## config.mk

```make
export PLATFORM = sky130hd
export DESIGN_NAME = depacketizer
export DESIGN_NICKNAME = d
export VERILOG_FILES = /design/src/rtl/depacketizer_pkg.sv /design/src/rtl/depacketizer_out_slot.sv /design/src/rtl/depacketizer.sv
export SDC_FILE = /design/constraint.sdc
export NUM_CORES = 1
export LEC_CHECK = 0
export CORE_ASPECT_RATIO = 1.4
export CORE_MARGIN = 2
export CORE_UTILIZATION = 40
export CTS_CLUSTER_SIZE = 28
export DETAILED_ROUTE_END_ITERATION = 8
export PLACE_DENSITY = 0.95
export SETUP_SLACK_MARGIN = 0.05
export SYNTH_ARGS = -nofsm -noshare
export SYNTH_HDL_FRONTEND = slang
export SYNTH_SLANG_ARGS = --single-unit
```

## constraint.sdc

```tcl
create_clock -name clk -period 3.8 [get_ports clk]
set_clock_uncertainty 0.1 [all_clocks]
set_input_delay 0.76 -clock clk [delete_from_list [all_inputs] [get_ports clk]]
set_output_delay 0.76 -clock clk [all_outputs]
set_load 0.01 [all_outputs]
```

## src/rtl/depacketizer_pkg.sv

```systemverilog
// Shared field layout and state encoding for the depacketizer.
package depacketizer_pkg;

  // Fixed-position header and control fields
  localparam int unsigned TS_BIT     = 5;
  localparam int unsigned RSVD_A_LO  = 6;
  localparam int unsigned RSVD_A_HI  = 8;
  localparam int unsigned SPK_BIT    = 9;
  localparam int unsigned NODE_LO    = 10;
  localparam int unsigned NODE_HI    = 11;
  localparam int unsigned RSVD_B_LO  = 12;

  // Width-dependent field offsets
  function automatic int unsigned pkt_width(input int unsigned w);
    return 9 + 3 * w;
  endfunction

  function automatic int unsigned rsvd_b_hi(input int unsigned w);
    return 8 + 2 * w;
  endfunction

  function automatic int unsigned res_lo(input int unsigned w);
    return 9 + 2 * w;
  endfunction

  function automatic int unsigned res_hi(input int unsigned w);
    return 8 + 3 * w;
  endfunction

  typedef enum logic {
    IDLE,
    DISPATCH
  } state_t;

endpackage

```

## src/rtl/depacketizer_out_slot.sv

```systemverilog
// Single-entry valid/ready holding register for one output channel.
module depacketizer_out_slot
  import depacketizer_pkg::*;
#(
  parameter int unsigned DW = 1
) (
  input  logic          clk,
  input  logic          rst_n,
  input  logic          load,
  input  logic [DW-1:0] load_data,
  input  logic          ready,
  output logic          valid,
  output logic [DW-1:0] data
);

  // Capture on load, hold until the consumer handshakes
  always_ff @(posedge clk or negedge rst_n) begin
    if (!rst_n) begin
      valid <= 1'b0;
      data  <= '0;
    end else if (load) begin
      valid <= 1'b1;
      data  <= load_data;
    end else if (valid && ready) begin
      valid <= 1'b0;
    end
  end

endmodule

```

## src/rtl/depacketizer.sv

```systemverilog
// Splits an incoming packet into independent residue and outspike channels,
// dropping and counting malformed packets.
module depacketizer
  import depacketizer_pkg::*;
#(
  parameter  int unsigned FILTER_WIDTH = 8,
  localparam int unsigned PW           = pkt_width(FILTER_WIDTH)
) (
  input  logic                    clk,
  input  logic                    rst_n,
  input  logic                    pkt_valid,
  output logic                    pkt_ready,
  input  logic [PW-1:0]           pkt_data,
  output logic                    res_valid,
  input  logic                    res_ready,
  output logic [FILTER_WIDTH-1:0] res_data,
  output logic [1:0]              res_node,
  output logic                    res_timestep,
  output logic                    spk_valid,
  input  logic                    spk_ready,
  output logic                    spk_data,
  output logic [1:0]              spk_node,
  output logic                    spk_timestep,
  output logic                    err_flag,
  output logic [7:0]              err_cnt
);

  localparam int unsigned RSVD_B_HI = rsvd_b_hi(FILTER_WIDTH);
  localparam int unsigned RES_LO    = res_lo(FILTER_WIDTH);
  localparam int unsigned RES_HI    = res_hi(FILTER_WIDTH);

  state_t state;
  logic   accept;
  logic   malformed;
  logic   load;
  logic   res_pending;
  logic   spk_pending;

  // Routing header (direction, x-hop, y-hop) is consumed upstream; dropped here
  logic   unused_hdr;
  assign unused_hdr = ^pkt_data[TS_BIT-1:0];

  assign pkt_ready   = (state == IDLE);
  assign accept      = pkt_valid && pkt_ready;
  assign malformed   = (|pkt_data[RSVD_A_HI:RSVD_A_LO]) || (|pkt_data[RSVD_B_HI:RSVD_B_LO]);
  assign load        = accept && !malformed;
  assign res_pending = res_valid && !res_ready;
  assign spk_pending = spk_valid && !spk_ready;

  // Packet FSM plus malformed-packet pulse and saturating counter
  always_ff @(posedge clk or negedge rst_n) begin
    if (!rst_n) begin
      state    <= IDLE;
      err_flag <= 1'b0;
      err_cnt  <= '0;
    end else begin
      err_flag <= accept && malformed;
      if (accept && malformed && (err_cnt != '1)) begin
        err_cnt <= err_cnt + 8'd1;
      end
      case (state)
        IDLE:     if (load) state <= DISPATCH;
        DISPATCH: if (!res_pending && !spk_pending) state <= IDLE;
        default:  state <= IDLE;
      endcase
    end
  end

  depacketizer_out_slot #(.DW(FILTER_WIDTH + 3)) u_res_slot (
    .clk       (clk),
    .rst_n     (rst_n),
    .load      (load),
    .load_data ({pkt_data[RES_HI:RES_LO], pkt_data[NODE_HI:NODE_LO], pkt_data[TS_BIT]}),
    .ready     (res_ready),
    .valid     (res_valid),
    .data      ({res_data, res_node, res_timestep})
  );

  depacketizer_out_slot #(.DW(4)) u_spk_slot (
    .clk       (clk),
    .rst_n     (rst_n),
    .load      (load),
    .load_data ({pkt_data[SPK_BIT], pkt_data[NODE_HI:NODE_LO], pkt_data[TS_BIT]}),
    .ready     (spk_ready),
    .valid     (spk_valid),
    .data      ({spk_data, spk_node, spk_timestep})
  );

endmodule

```

==> summary.md <==
| Metric | Value |
|---|---|
| Outcome | completed |
| Initial antenna violation count | 0 |
| Hold Crit Start | u_res_slot.data[5] |
| CP Data Required Time | 3.92 ns |
| Via Count | 919 |
| Minimum clock period | 2.63 ns |
| Mapped cell area | 0.00113 sq mm |
| Register area share after synthesis | 53.3% |
| RSZ-0062 raised after global routing | no |
| Register bit total from synthesis | 24 |
| GPL Wtd Cong | 0.801 |
| Post-CTS Setup Repair Bufs | 0 |
| Detailed Place HPWL | 2240 microns |
| Leakage | 0.736 nW |
| IO buf count | 59 |
| Most frequent cells in the layout | clkdlybuf4s50_1, dfrtp_1, mux2_4 |
| Utilization after layout | 67.1% |
| Num CTS Buffers | 3 |
| Die Span X | 48.9 microns |
| Syn_nets | 120 |
| Synth area leaders | dfrtp_1, mux2_4, mux2_2 |
| Htree depth | 1 |
| Max-slew headroom | 29.5% |
| Worst path max stage delay | 0.47 ns |
| Warnings from Yosys | 0 |
| WL final | 2910 microns |
| CTS root buffer | clkbuf_4 |
| Slew @ Worst Pin | 1.05 ns |
| Routed Antenna Nets | 0 |
| Vias in the first global route | 917 |
| P&R area growth vs syn | 57.3% |
| Clk_lat worst skew | 0.32 ns |
| Pre-antenna DRT Iters | 5 |
| F_max | 0.381 GHz |
| Die H | 66.8 microns |
| Clock sink total | 24 |
| 1st-iter DRT viols | 15 |
| Final Max Slew Viols | 0 |
| Reg-to-Reg End | err_cnt[1] |
| Crit share post-route | 69.1% |
| Hold/Removal Path Class | reg -> reg |
| CTS Buffer Depth | 2 |
| Ant diodes | 0 |
| Slowest stage cell, crit path | nor2_4 |
| Core area | 0.00264 sq mm |
| Max_cap viols | 0 |
| CP Max Fanout | 13 |
| Post-Syn Instances | 81 |
| TritonCTS clock tree | done |
| Tot GR Track Use | 19.4% |
| CP endpoint kind | flop |
| Distinct cells, synth | 24 |
| Largest net degree at the start of global routing | 25 |
| Critical Path, Cell by Cell | clkdlybuf4s50_1 -> nor4_2 -> nand4_2 -> nor2_4 -> mux2_2 |
| Worst VDD drop | 0.000286 V |
| DRC viols | 0 |
| Commonest non-fill, non-tap cell in the layout | clkdlybuf4s50_1 |
| Worst Hold End | u_res_slot.data[5] |
| # nets final | 180 |
| CTS Hold Bufs | 0 |
| Pwr dens | 411 mW/mm^2 |
| Worst path arrival time | 2.74 ns |
| Worst r2r path cells | 5 |
| CP Launch Point | pkt_data[21] |
| Setup-failing EPs final | 0 |
| Clk slew on worst S/H paths | 0.13 ns |
| Drt via density | 5.22 |
| I/O pins | 65 |
| Total die area | 0.00326 sq mm |
| Fraction of layout instances using a drive strength above 1 | 19.3% |
| Synth Area per Inst | 13.9 sq um |
| Overflow left after global routing | 0 |
| Synth area leader | dfrtp_1 |
| DR WL/cell | 16.5 microns |
| Worst hold stages | 1 |
| Starting Density | 42.7% |
| Crit Path Category | in -> reg |
| First-pass GRT wire length | 4760 microns |
| Final Hold Vio Count | 0 |
| Site Rows | 22 |
| R2R Setup Slk | 1.94 ns |
| Setup TNS Final | 0 ns |
| Top-area cell type share of the netlist area | 53.3% |
| Reg2reg start | err_cnt[0] |
| Crit start category | primary input |
| Post-cts resize count | 0 |
## report_power, final
part | internal [mW] | switching (mW)
clock | 0.107 | 0.0764
combinational | 0.129 | 0.0763
sequential | 0.291 | 0.0492
## flip-flops by register name, indices dropped and copies added, names as in the netlist
name and flops:
err_flag 1, state 1, u_res_slot.valid 1, u_res_slot.data 8, err_cnt 8, u_spk_slot.valid 1
u_spk_slot.data 4
## critical path, delay by kind of cell
family	cells	cell delay, ns
AND/OR/NAND/NOR	3	1.13
buffers and inverters	1	0.44
multiplexers	1	0.40
## Yosys cell counts
library cell and instances:
nor2_1 2, buf_4 3, a21oi_1 1, nand2b_4 1, a21o_2 1, ha_1 1, xnor2_1 5, nand2_2 1
and3_1 2, nand3_1 4, nand4bb_1 1, or3_1 1, mux2_2 5, nor2_4 1, nand4_1 2, buf_12 1
mux2_4 9, nor4_2 4, inv_1 4, nand2_1 2, dfrtp_1 24, o22ai_1 3, a41oi_1 2, nand4_2 1
## stage by stage
| stage | hold WS [ns] | instances | power, mW | worst slack, ns | instance area, sq um |
|---|---|---|---|---|---|
| after floorplan | 0.364 | 81 | 0.415 | 1.64 | 1130 |
| after global placement | 0.388 | 172 | 0.539 | 0.973 | 1720 |
| after detailed placement | 0.396 | 172 | 0.548 | 0.905 | 1720 |
| after CTS | 0.429 | 176 | 0.734 | 1.19 | 1770 |
| after global routing | 0.438 | 176 | 0.763 | 1.13 | 1770 |
| final | 0.424 | 176 | 0.729 | 1.17 | 1770 |
## area by class of cell
type / instances / area (sq um)
fill: 196 / 870
sequential: 24 / 601
timing repair buffer: 59 / 591
multi-input combinational: 49 / 469
tap: 36 / 45.0
clock inverter: 1 / 30.0
clock buffer: 3 / 22.5
inverter: 4 / 15.0
## cells by family (layout without fill, tap and decap cells)
family | count (synthesis) | in the layout | synth area share (%)
adders and majority gates | 1 | 1 | 1.11
buffers and inverters | 8 | 67 | 5.10
xor gates and xnor gates | 5 | 5 | 3.88
DFF | 24 | 24 | 53.3
and+or+nand+nor | 22 | 22 | 15.2
AOI/OAI and AO/OA | 7 | 7 | 4.44
muxes | 14 | 14 | 17.0
## worst max path at each step
stage | end | slack (ns)
6_report | u_res_slot.data[4] | 1.17
5_1_grt | u_res_slot.data[4] | 1.13
4_1_cts | u_res_slot.data[4] | 1.19
3_5_place_dp | u_res_slot.data[6] | 0.91
3_3_place_gp | u_res_slot.data[5] | 0.97
2_1_floorplan | u_res_slot.data[10] | 1.64
## metal layers
| layer | wire, microns | global-route usage [%] |
|---|---|---|
| met1 | 1150 | 22.1 |
| met4 | 43 | 7.50 |
| met5 | 0 | 0 |
| met2 | 1470 | 34.8 |
| met3 | 249 | 4.93 |
Note: power is estimated with default switching activity, not from simulation.
